--- src/rtl/method_ctrl_pkg.sv ---
// rtl/method_ctrl_pkg.sv - shared state encoding for the method run controller
package method_ctrl_pkg;

    localparam int STATE_W = 3;

    typedef enum logic [STATE_W-1:0] {
        S_IDLE    = 3'd0,
        S_ARM     = 3'd1,
        S_REQ     = 3'd2,
        S_RUN     = 3'd3,
        S_DONE    = 3'd4,
        S_TIMEOUT = 3'd5
    } state_e;

    // States in which a new go request is accepted.
    function automatic logic accepts_go(input state_e s);
        return (s == S_IDLE) || (s == S_DONE) || (s == S_TIMEOUT);
    endfunction

endpackage

--- src/rtl/sat_counter.sv ---
// rtl/sat_counter.sv - up-counter with synchronous clear that holds at all-ones instead of wrapping
module sat_counter #(
    parameter int unsigned W = 32
) (
    input  logic         clk,
    input  logic         reset,
    input  logic         clr,
    input  logic         en,
    output logic [W-1:0] cnt
);

    logic [W-1:0] cnt_q;
    logic [W-1:0] cnt_d;

    always_comb begin
        cnt_d = cnt_q;
        if (clr) begin
            cnt_d = '0;
        end else if (en && (cnt_q != {W{1'b1}})) begin
            cnt_d = cnt_q + W'(1);
        end
    end

    always_ff @(posedge clk or negedge reset) begin
        if (!reset) begin
            cnt_q <= '0;
        end else begin
            cnt_q <= cnt_d;
        end
    end

    assign cnt = cnt_q;

endmodule

--- src/rtl/method_run_controller.sv ---
// rtl/method_run_controller.sv - launches one core method via req/busy, counts run cycles,
// reports sticky done/timeout status
import method_ctrl_pkg::*;

module method_run_controller #(
    parameter int unsigned STARTUP_CYCLES = 4,
    parameter int unsigned ACK_WINDOW     = 16,
    parameter int unsigned TIMEOUT_CYCLES = 1000000,
    parameter int unsigned CNT_W          = 32
) (
    input  logic               clk,
    input  logic               reset,
    input  logic               go,
    output logic               dut_req,
    input  logic               dut_busy,
    input  logic               dut_finish,
    output logic               done,
    output logic               timeout,
    output logic [CNT_W-1:0]   cycles,
    output logic [STATE_W-1:0] state_o
);

    localparam logic [63:0] STARTUP_LIM = 64'(STARTUP_CYCLES);
    localparam logic [63:0] ACK_LIM     = 64'(ACK_WINDOW);
    localparam logic [63:0] RUN_LIM     = 64'(TIMEOUT_CYCLES);

    state_e state_q, state_d;
    logic   dut_req_q, dut_req_d;
    logic   done_q, done_d;
    logic   timeout_q, timeout_d;
    logic   busy_prev_q;

    logic             tmr_clr, tmr_en;
    logic             cyc_clr, cyc_en;
    logic [CNT_W-1:0] tmr_cnt;
    logic [63:0]      tmr_ext;
    logic             busy_fall;

    // One timer serves ARM (startup wait), REQ (ack window) and RUN (run limit);
    // it is cleared on every entry into those states.
    sat_counter #(.W(CNT_W)) u_tmr (
        .clk   (clk),
        .reset (reset),
        .clr   (tmr_clr),
        .en    (tmr_en),
        .cnt   (tmr_cnt)
    );

    sat_counter #(.W(CNT_W)) u_cyc (
        .clk   (clk),
        .reset (reset),
        .clr   (cyc_clr),
        .en    (cyc_en),
        .cnt   (cycles)
    );

    assign tmr_ext   = 64'(tmr_cnt);
    assign busy_fall = busy_prev_q & ~dut_busy;

    always_comb begin
        state_d   = state_q;
        dut_req_d = 1'b0;
        done_d    = done_q;
        timeout_d = timeout_q;
        tmr_clr   = 1'b0;
        tmr_en    = 1'b0;
        cyc_clr   = 1'b0;
        cyc_en    = 1'b0;

        if (accepts_go(state_q)) begin
            if (go) begin
                state_d   = S_ARM;
                tmr_clr   = 1'b1;
                cyc_clr   = 1'b1;
                done_d    = 1'b0;
                timeout_d = 1'b0;
            end
        end else begin
            case (state_q)
                S_ARM: begin
                    if (tmr_ext >= STARTUP_LIM) begin
                        state_d = S_REQ;
                        tmr_clr = 1'b1;
                    end else begin
                        tmr_en = 1'b1;
                    end
                end
                S_REQ: begin
                    // A busy already high on entry is taken as the ack before req ever rises.
                    if (dut_busy) begin
                        state_d = S_RUN;
                        tmr_clr = 1'b1;
                    end else if (tmr_ext >= ACK_LIM) begin
                        state_d   = S_TIMEOUT;
                        timeout_d = 1'b1;
                    end else begin
                        tmr_en    = 1'b1;
                        dut_req_d = 1'b1;
                    end
                end
                S_RUN: begin
                    cyc_en = 1'b1;
                    tmr_en = 1'b1;
                    // Completion is tested first so it beats a coincident run limit.
                    if (busy_fall || dut_finish) begin
                        state_d = S_DONE;
                        done_d  = 1'b1;
                    end else if ((tmr_ext + 64'd1) >= RUN_LIM) begin
                        state_d   = S_TIMEOUT;
                        timeout_d = 1'b1;
                    end
                end
                default: begin
                    state_d = S_IDLE;
                end
            endcase
        end
    end

    always_ff @(posedge clk or negedge reset) begin
        if (!reset) begin
            state_q     <= S_IDLE;
            dut_req_q   <= 1'b0;
            done_q      <= 1'b0;
            timeout_q   <= 1'b0;
            busy_prev_q <= 1'b0;
        end else begin
            state_q     <= state_d;
            dut_req_q   <= dut_req_d;
            done_q      <= done_d;
            timeout_q   <= timeout_d;
            busy_prev_q <= dut_busy;
        end
    end

    assign dut_req = dut_req_q;
    assign done    = done_q;
    assign timeout = timeout_q;
    assign state_o = state_q;

endmodule

--- config.mk ---
export PLATFORM = sky130hd
export DESIGN_NAME = method_run_controller
export DESIGN_NICKNAME = d
export VERILOG_FILES = /design/src/rtl/method_ctrl_pkg.sv /design/src/rtl/sat_counter.sv /design/src/rtl/method_run_controller.sv
export SDC_FILE = /design/constraint.sdc
export NUM_CORES = 1
export LEC_CHECK = 0
export ABC_CLOCK_PERIOD_IN_PS = 5700
export CORE_MARGIN = 5
export CORE_UTILIZATION = 55
export CTS_CLUSTER_DIAMETER = 200
export DETAILED_ROUTE_END_ITERATION = 8
export PLACE_DENSITY = 0.78
export SLEW_MARGIN = 10
export SYNTH_ARGS = -nofsm -noshare
export SYNTH_HDL_FRONTEND = slang
export SYNTH_SLANG_ARGS = --single-unit
--- constraint.sdc ---
create_clock -name clk -period 5.7 [get_ports clk]
set_clock_uncertainty 0.1 [all_clocks]
set_input_delay 0.57 -clock clk [delete_from_list [all_inputs] [get_ports clk]]
set_output_delay 0.57 -clock clk [all_outputs]
set_load 0.1 [all_outputs]
==> flow_summary.toml, run 1 <==
[setup_path]
critical_path_arrival_ns = 3.57
crit_path_end_kind = "flop"
critical_path_class = "reg2reg"
reg2reg_depth = 8
crit_family = "simple AND/OR/NAND/NOR gates"
crit_buf_inv = 1
r2r-start = "u_tmr.cnt[28]"
cp_data_required_time_ns = 5.85
crit_chain = "nor4_1 > nand4_1 > nor4_2 > a221oi_2 > buf_4 > nor2_2 > nand3_1 > o31ai_1"
cp_max_fo = 24
r2r-end = "u_tmr.cnt[12]"
cp_slowest_cell = "nor2_2"
slowest_delay_ns = 0.84
crit_start = "u_tmr.cnt[28]"
ff2ff_setup_slack_ns = 2.28
start_kind = "flop"

[synthesis]
async_reset_ff_frac = 1.00
synth-compound-area-share = 0.170
synth_top_family_by_area = "simple AND/OR/NAND/NOR gates"
synthSimpleGateAreaFrac = 0.311
avgSynthCellArea_um2 = 8.43
ys_seq_elements = 71
ys_seq_area_frac = 0.402
synth-main-ff-cell = "dfrtp_1"
synth-edff-count = 0
synth_fa_ha_area_frac = 0.00850
ys_types = 59
synth_nets = 532
yosys_warnings = 0
synthesis.instances = 524
synthXorXnorAreaFrac = 0.0575
synth_mux_area_frac = 0.0113
synth_area_um2 = 4420

[clocking]
root_buffer = "clkbuf_8"
cts.htree.levels = 3
holdBufCountCts = 0
cts_buffers = 9
clkLatencyLatePin_ns = 0.35
tritoncts = "yes"
ctsResizeCount = 0
cts.clk_slew.worst_paths_ns = 0.08
post_cts.repair.setup_buffers = 0
clockBufferDepth = 2
cts.sinks = 71

[power]
finalPower_w = 0.00174
cellPowerDensity_nw_per_um2 = 342
leakagePower_nw = 2.00
irDropWorstVdd_uv = 279

[routing]
drtIter0Drc = 278
wl_per_cell_um = 17.3
wl_um = 11500
drt-vias-per-instance = 6.34
vias = 4213
drc = 0
dr.pass1.iters = 6
antenna_left = 0

[die]
fp.dieH_um = 99.6
die_area_um2 = 9920
fp.dieW_um = 99.6
rows = 32
start_util = 0.568
io_pins = 43
core_um2 = 7770

[min_path]
hold_class = "in2async"

[outcome]
outcome = "completed"

[final_layout]
diodes = 0
area_delta_synth_final_pct = 15.5
final_common_cell = "dfrtp_1"
nets = 565
final_cell_area_um2 = 5100
layout_common_cells = "dfrtp_1, nand2_1, nor2_1"
layout-drive-gt1-share = 0.0730
stdcell_count = 664

[grt]
grt_antenna_before_repair = 0
grt_first_pass_wirelength_um = 19500
overflow = 0
track_usage = 0.240
grt_pass1_vias = 4113
grt_max_degree = 72

[timing]
period_share = 0.600
setup_tns_ns = 0
rsz0062_at_grt = "false"
maxSlewHeadroom = 0.298
fmax_mhz = 292
setup_viol = 0
period_needed_ns = 3.42
final-max-slew-violation-count = 0
holdWs_ns = 0.315
tightest_slew_ns = 1.05
hold_viol = 0

[flow_run]
max_cap_violations = 0

[placement]
dp.cells = 648
port_buffers = 42
dp_hpwl_um = 7840
place_congestion = 0.972
postPlaceCellArea_um2 = 4910
[kinds of logic after synthesis]
family | count (synthesis)
AOI/OAI and AO/OA | 118
xor gates and xnor gates | 29
adders and majority gates | 3
buffers and inverters | 43
DFF | 71
muxes | 5
and+or+nand+nor | 255
[stage by stage]
stage               setup slack (ns)  utilization
floorplan                       2.85            -
global placement                2.47        0.632
detailed placement              2.37        0.632
CTS                             2.32        0.657
global route                    2.00        0.657
finish                          2.28        0.657
[power by group]
part / internal [W] / total, W / switching (W) / leakage, nW
combinational: 0.000218 / 0.000739 / 0.000522 / 0.929
sequential: 0.000537 / 0.000599 / 0.0000619 / 0.978
clock: 0.000205 / 0.000407 / 0.000202 / 0.0933
[worst register-to-register path: cells and delay by family, from the launching register on]
| kind | cells | cell delay (ns) |
|---|---|---|
| AO/OA/AOI/OAI | 2 | 0.40 |
| AND/OR/NAND/NOR | 5 | 2.10 |
| flip-flops | 1 | 0.49 |
| buffers and inverters | 1 | 0.24 |
[cell usage after synthesis, drive strengths merged, types with 4 or more instances]
library cell  number  share of area
nand4             21          0.035
inv               16          0.014
o211ai             4         0.0068
or3               14          0.020
o31ai             12          0.020
nor3              31          0.040
xor2              16          0.032
clkbuf            19          0.017
xnor2             13          0.026
nand2             53          0.045
nand2b             4         0.0057
a21oi             24          0.027
nor2              53          0.046
and3              13          0.018
nor4              12          0.020
a31oi              4         0.0057
nand3             25          0.029
dfrtp             71           0.40
mux2i              5          0.011
buf                8         0.0091
and4              12          0.024
o21ai             48          0.054
and2               7         0.0099
[flip-flops by register name (all words and copies together) (netlist names)]
name,count
state_o,3
busy_prev_q,1
done,1
u_cyc.cnt,32
timeout,1
dut_req,1
u_tmr.cnt,32
[cell type report]
cell class              count  area [um^2]
well taps                 102          128
repair buffers             49          468
clock buffers              10          128
flip-flops and latches     71         1780
multi-input cells         410         2470
inverters                  16         60.1
fillers                   667         2670
clock inverters             6         67.6
[how the worst max path moves through the flow]
| stage | endpoint | slack [ns] | cells after the start |
|---|---|---|---|
| after detailed placement | u_tmr.cnt[12] | 2.37 | 8 |
| after floorplan | u_cyc.cnt[18] | 2.85 | 7 |
| after CTS | u_tmr.cnt[12] | 2.32 | 8 |
| after global routing | u_tmr.cnt[10] | 2.00 | 8 |
| final | u_tmr.cnt[12] | 2.28 | 8 |
| after global placement | u_tmr.cnt[12] | 2.47 | 8 |
[per-layer routing]
| layer | part of all wire | vias up | GRT usage |
|---|---|---|---|
| li1 | - | 1986 | - |
| met1 | 0.44 | 2020 | 0.321 |
| met2 | 0.48 | 183 | 0.382 |
| met3 | 0.065 | 24 | 0.0407 |
| met4 | 0.018 | 0 | 0.105 |
| met5 | 0 | - | 0 |
No activity file was read; power rests on OpenSTA's default activity.
==> run 2, diff against run 1 <==
--- a/config.mk
+++ b/config.mk
@@ -5,7 +5,7 @@
 export SDC_FILE = /design/constraint.sdc
 export NUM_CORES = 1
 export LEC_CHECK = 0
-export ABC_CLOCK_PERIOD_IN_PS = 5700
+export ABC_CLOCK_PERIOD_IN_PS = 3300
 export CORE_MARGIN = 5
 export CORE_UTILIZATION = 55
 export CTS_CLUSTER_DIAMETER = 200
==> constraint.sdc (replaced) <==
create_clock -name clk -period 3.3 [get_ports clk]
set_clock_uncertainty 0.1 [all_clocks]
set_input_delay 0.33 -clock clk [delete_from_list [all_inputs] [get_ports clk]]
set_output_delay 0.33 -clock clk [all_outputs]
set_load 0.1 [all_outputs]
==> run 2 against run 1 <==
Net effect:
- non-clock buffer count rose by 7
- hold slack got worse by 0.24 ns
- total power rose by 73%
- final area rose by 0.61%
- first-iteration DRC count rose by 3.2%
- routed wire length rose by 2.0%
- combinational power rose by 84%
- via count rose by 1.2%
- setup slack got worse by 1.9 ns
- fmax rose by 18%
- count of clock-buffer cells in the layout fell by 1
- critical path type unchanged
- highest routed layer unchanged
==> flow_summary.toml, run 2 (synthesis results as in run 1) <==
[power]
switching_share = 0.458
seq_power_share = 0.341
switchingPower_w = 0.00138
cellPowerDensity_nw_per_um2 = 589
p_clk_frac = 0.209
irDropWorstVdd_uv = 335
intPower_w = 0.00164
combPwrFrac = 0.450
leakagePower_nw = 2.03

[timing]
maxSlewHeadroom = 0.340
tightest_slew_ns = 0.986
hold_viol = 0
setup_viol = 0
fmax_mhz = 346
rsz0062_at_grt = "false"
final-max-slew-violation-count = 0
setup_tns_ns = 0
period_needed_ns = 2.89
period_share = 0.876

[die]
io_pins = 43
core_um2 = 7770
start_util = 0.568
fp.dieH_um = 99.6
rows = 32
fp.dieW_um = 99.6
die_area_um2 = 9920

[clocking]
cts.htree.levels = 3
post_cts.repair.setup_buffers = 0
cts.clk_slew.worst_paths_ns = 0.08
cts_buffers = 9
tritoncts = "yes"
ctsResizeCount = 0
clkLatencyLatePin_ns = 0.35
root_buffer = "clkbuf_8"
clockBufferDepth = 2
cts.sinks = 71
holdBufCountCts = 0

[placement]
dp_hpwl_um = 8230
place_congestion = 0.969
port_buffers = 42
dp.cells = 655

[final_layout]
nets = 572
final_common_cell = "dfrtp_1"
diodes = 0
stdcell_count = 671
layout-drive-gt1-share = 0.0896
n_fill_cell = 669
layout_common_cells = "dfrtp_1, nand2_1, nor2_1"
area_delta_synth_final_pct = 16.2

[grt]
grt_first_pass_wirelength_um = 19900
grt_antenna_before_repair = 0
grt_pass1_vias = 4083
overflow = 0
track_usage = 0.247
grt_max_degree = 72

[setup_path]
critical_path_class = "reg2reg"
cp_max_fo = 15
cp_data_required_time_ns = 3.42
r2r-start = "u_tmr.cnt[14]"
crit_path_end_kind = "flop"
r2r-end = "timeout"
start_kind = "flop"
critical_path_arrival_ns = 3.01
reg2reg_depth = 7
ff2ff_setup_slack_ns = 0.41

[routing]
dr.pass1.iters = 8
drtIter0Drc = 287
drt-vias-per-instance = 6.36
wl_um = 11700
antenna_left = 0
wl_per_cell_um = 17.4
vias = 4265
drc = 0

[flow_run]
max_cap_violations = 0

[min_path]
hold_class = "in2async"

[outcome]
outcome = "completed"
run 2: worst max-delay path: stages, from the launching register on:
cell and delay (ns):
dfrtp_1 0.47, nand2_1 0.19, nor3_4 0.50, and4_4 0.35
nor2_1 0.05, or4_4 0.56, a2111oi_0 0.43, nor3_1 0.10
run 2: area by class of cell:
class                      instances  area, um^2  share of cell area
timing repair buffer              56         526               0.102
clock inverter                     7        47.5             0.00926
multi-input combinational        410        2470               0.481
clock buffer                       9         124              0.0241
sequential                        71        1780               0.346
tap                              102         128              0.0249
inverter                          16        60.1              0.0117
run 2: power by group through the flow:
stage          clock, W  sequential, W  combinational, W
6_report       0.000631        0.00103           0.00136
5_1_grt        0.000686        0.00104           0.00147
4_1_cts        0.000639        0.00103           0.00136
3_5_place_dp          0        0.00105           0.00136
3_3_place_gp          0        0.00104           0.00133
2_1_floorplan         0        0.00126          0.000719
run 2: worst max-delay path by stage:
stage	from	end
after global placement	u_tmr.cnt[14]	state_o[2]
final	u_tmr.cnt[14]	timeout
after global routing	u_tmr.cnt[14]	timeout
after CTS	u_tmr.cnt[14]	timeout
after detailed placement	u_tmr.cnt[14]	timeout
after floorplan	u_cyc.cnt[21]	u_cyc.cnt[18]
run 2: per-layer routing:
metal	track usage	vias up	wire, um
met2	0.401	174	5690
li1	-	2001	-
met4	0.0830	0	184
met3	0.0477	21	842
met1	0.332	2069	4970
met5	0	-	0
run 2: stage by stage:
step / cell area, um^2 / utilization / total power, W / hold WS [ns] / worst slack, ns
after floorplan: 4420 / - / 0.00198 / -0.0656 / 0.449
after global placement: 4960 / 0.639 / 0.00237 / 0.375 / 0.522
after detailed placement: 4960 / 0.639 / 0.00240 / 0.381 / 0.484
after CTS: 5130 / 0.661 / 0.00303 / 0.121 / 0.454
after global routing: 5130 / 0.661 / 0.00320 / 0.173 / 0.267
final: 5130 / 0.661 / 0.00302 / 0.0719 / 0.411
==> run 3, diff against run 2 <==
--- a/config.mk
+++ b/config.mk
@@ -5,13 +5,13 @@
 export SDC_FILE = /design/constraint.sdc
 export NUM_CORES = 1
 export LEC_CHECK = 0
-export ABC_CLOCK_PERIOD_IN_PS = 3300
+export ABC_CLOCK_PERIOD_IN_PS = 3090
 export CORE_MARGIN = 5
 export CORE_UTILIZATION = 55
 export CTS_CLUSTER_DIAMETER = 200
 export DETAILED_ROUTE_END_ITERATION = 8
 export PLACE_DENSITY = 0.78
-export SLEW_MARGIN = 10
+export SLEW_MARGIN = 20
 export SYNTH_ARGS = -nofsm -noshare
 export SYNTH_HDL_FRONTEND = slang
 export SYNTH_SLANG_ARGS = --single-unit
==> constraint.sdc (replaced) <==
create_clock -name clk -period 3.09 [get_ports clk]
set_clock_uncertainty 0.1 [all_clocks]
set_input_delay 0.309 -clock clk [delete_from_list [all_inputs] [get_ports clk]]
set_output_delay 0.309 -clock clk [all_outputs]
set_load 0.1 [all_outputs]
==> run 3 against run 2 <==
Net effect:
- die area stayed put
- critical path depth stayed put
- largest cell class unchanged
- routed wire length is 1.1% lower
- clock power is 36% higher
- first-iteration DRC count is 18% higher
- critical path type unchanged
- combinational power is 6% higher
- register-to-register slack worse by 0.18 ns
- count of clock-buffer cells in the layout stayed put
- sequential share of layout area is 0.085 points higher
==> flow_summary.toml, run 3 (synthesis results as in run 1) <==
[outcome]
outcome = "completed"

[placement]
dp.cells = 658
dp_hpwl_um = 8260
port_buffers = 42
place_congestion = 0.940
preCtsSetupSlack_ns = 0.249

[grt]
grt_max_degree = 32
track_usage = 0.246
grt_first_pass_wirelength_um = 19700
grt_antenna_before_repair = 0
overflow = 0
grt_pass1_vias = 4047

[routing]
top_layer_used = "met4"
wl_met2_um = 5720
wl_met3_um = 740
wl_per_cell_um = 17.1
drc = 0
drt-vias-per-instance = 6.26
vias = 4228
dr.pass1.iters = 5
wl_um = 11600
drtIter0Drc = 339
antenna_left = 0
wl_met1_um = 4890

[final_layout]
stdcell_count = 675
layout-drive-gt1-share = 0.155
final_common_cell = "dfrtp_1"
layout_common_cells = "dfrtp_1, buf_4, nand2_1"
diodes = 0
area_delta_synth_final_pct = 16.0
nets = 576
fin_util = 0.659

[clocking]
post_cts.repair.setup_buffers = 0
cts_buffers = 9
cts.sinks = 71
clockBufferDepth = 2
cts.clk_slew.worst_paths_ns = 0.09
clkLatencyLatePin_ns = 0.36
cts.htree.levels = 3
root_buffer = "clkbuf_8"
ctsResizeCount = 0
tritoncts = "yes"

[timing]
fmax_mhz = 350
hold_viol = 0
period_needed_ns = 2.86
rsz0062_at_grt = "false"
period_share = 0.924
setup_tns_ns = 0
maxSlewHeadroom = 0.487
tightest_slew_ns = 0.760
setup_viol = 0
final-max-slew-violation-count = 0
setup_slack_ns = 0.234

[setup_path]
ff2ff_setup_slack_ns = 0.23
start_kind = "flop"
crit_path_end_kind = "flop"
reg2reg_depth = 7
r2r-end = "state_o[2]"
cp_max_fo = 15
cp_data_required_time_ns = 3.22
r2r-start = "u_tmr.cnt[14]"
critical_path_arrival_ns = 2.98
critical_path_class = "reg2reg"

[power]
finalPower_w = 0.00340
switching_share = 0.439
switchingPower_w = 0.00149
combPwrFrac = 0.424
irDropWorstVdd_uv = 466
p_clk_frac = 0.252
leakagePower_nw = 2.14
seq_power_share = 0.324
intPower_w = 0.00191
cellPowerDensity_nw_per_um2 = 665

[min_path]
hold_class = "in2async"

[die]
fp.dieH_um = 99.6
io_pins = 43
core_um2 = 7770
fp.dieW_um = 99.6
start_util = 0.568
die_area_um2 = 9920
rows = 32

[flow_run]
max_cap_violations = 0
## run 3: changes by cell type in the layout (fill, tap and decap cells not counted), sizes merged
cell,change
bufinv,+2
dlygate4sd3,+1
clkinvlp,-1
buf,+38
clkinv,-2
clkdlybuf4s50,-35
inv,+1
## run 3: how the worst max path moves through the flow
stage | from | to | slack [ns] | cells after the start
CTS | u_tmr.cnt[14] | state_o[2] | 0.25 | 7
global route | u_tmr.cnt[14] | timeout | 0.04 | 7
floorplan | u_cyc.cnt[21] | u_cyc.cnt[18] | 0.24 | 7
global placement | u_tmr.cnt[14] | state_o[2] | 0.35 | 7
finish | u_tmr.cnt[14] | state_o[2] | 0.23 | 7
detailed placement | u_tmr.cnt[14] | state_o[2] | 0.25 | 7
## run 3: what timing repair did
| action | in CTS | in global routing |
|---|---|---|
| endpoints found under the setup margin | 0 | 0 |
| endpoints found under the hold margin | 25 | 0 |
| hold buffers | 1 | 0 |
## run 3: per-layer routing
metal	up-vias	global-route usage
li1	2007	-
met1	2031	0.330
met2	172	0.394
met3	18	0.0505
met4	0	0.0893
met5	-	0
## run 3: power groups by stage
stage	logic, W	registers (W)	clock network (W)
after CTS	0.00144	0.00110	0.000877
final	0.00144	0.00110	0.000858
after floorplan	0.000768	0.00135	0
after global placement	0.00141	0.00111	0
after detailed placement	0.00144	0.00112	0
after global routing	0.00156	0.00111	0.000920
## run 3: final cells by class
cell class | count | area, um^2
well taps | 102 | 128
flip-flops and latches | 71 | 1780
repair buffers | 60 | 458
clock inverters | 7 | 103
fillers | 678 | 2650
inverters | 16 | 60.1
clock buffers | 9 | 124
multi-input cells | 410 | 2470
## run 3: metrics by stage
| step | area [um^2] | hold WS [ns] |
|---|---|---|
| after CTS | 5120 | 0.406 |
| after global placement | 4880 | 0.243 |
| after detailed placement | 4880 | 0.251 |
| after global routing | 5120 | 0.431 |
| final | 5120 | 0.396 |
| after floorplan | 4420 | -0.0866 |
## run 3: critical path, stage by stage, from the launching register on
cell and delay, ns:
dfrtp_1 0.47, nand2_1 0.19, nor3_4 0.49, and4_4 0.34, nor2_1 0.05, or4_4 0.56
a2111oi_4 0.40, o31ai_1 0.14
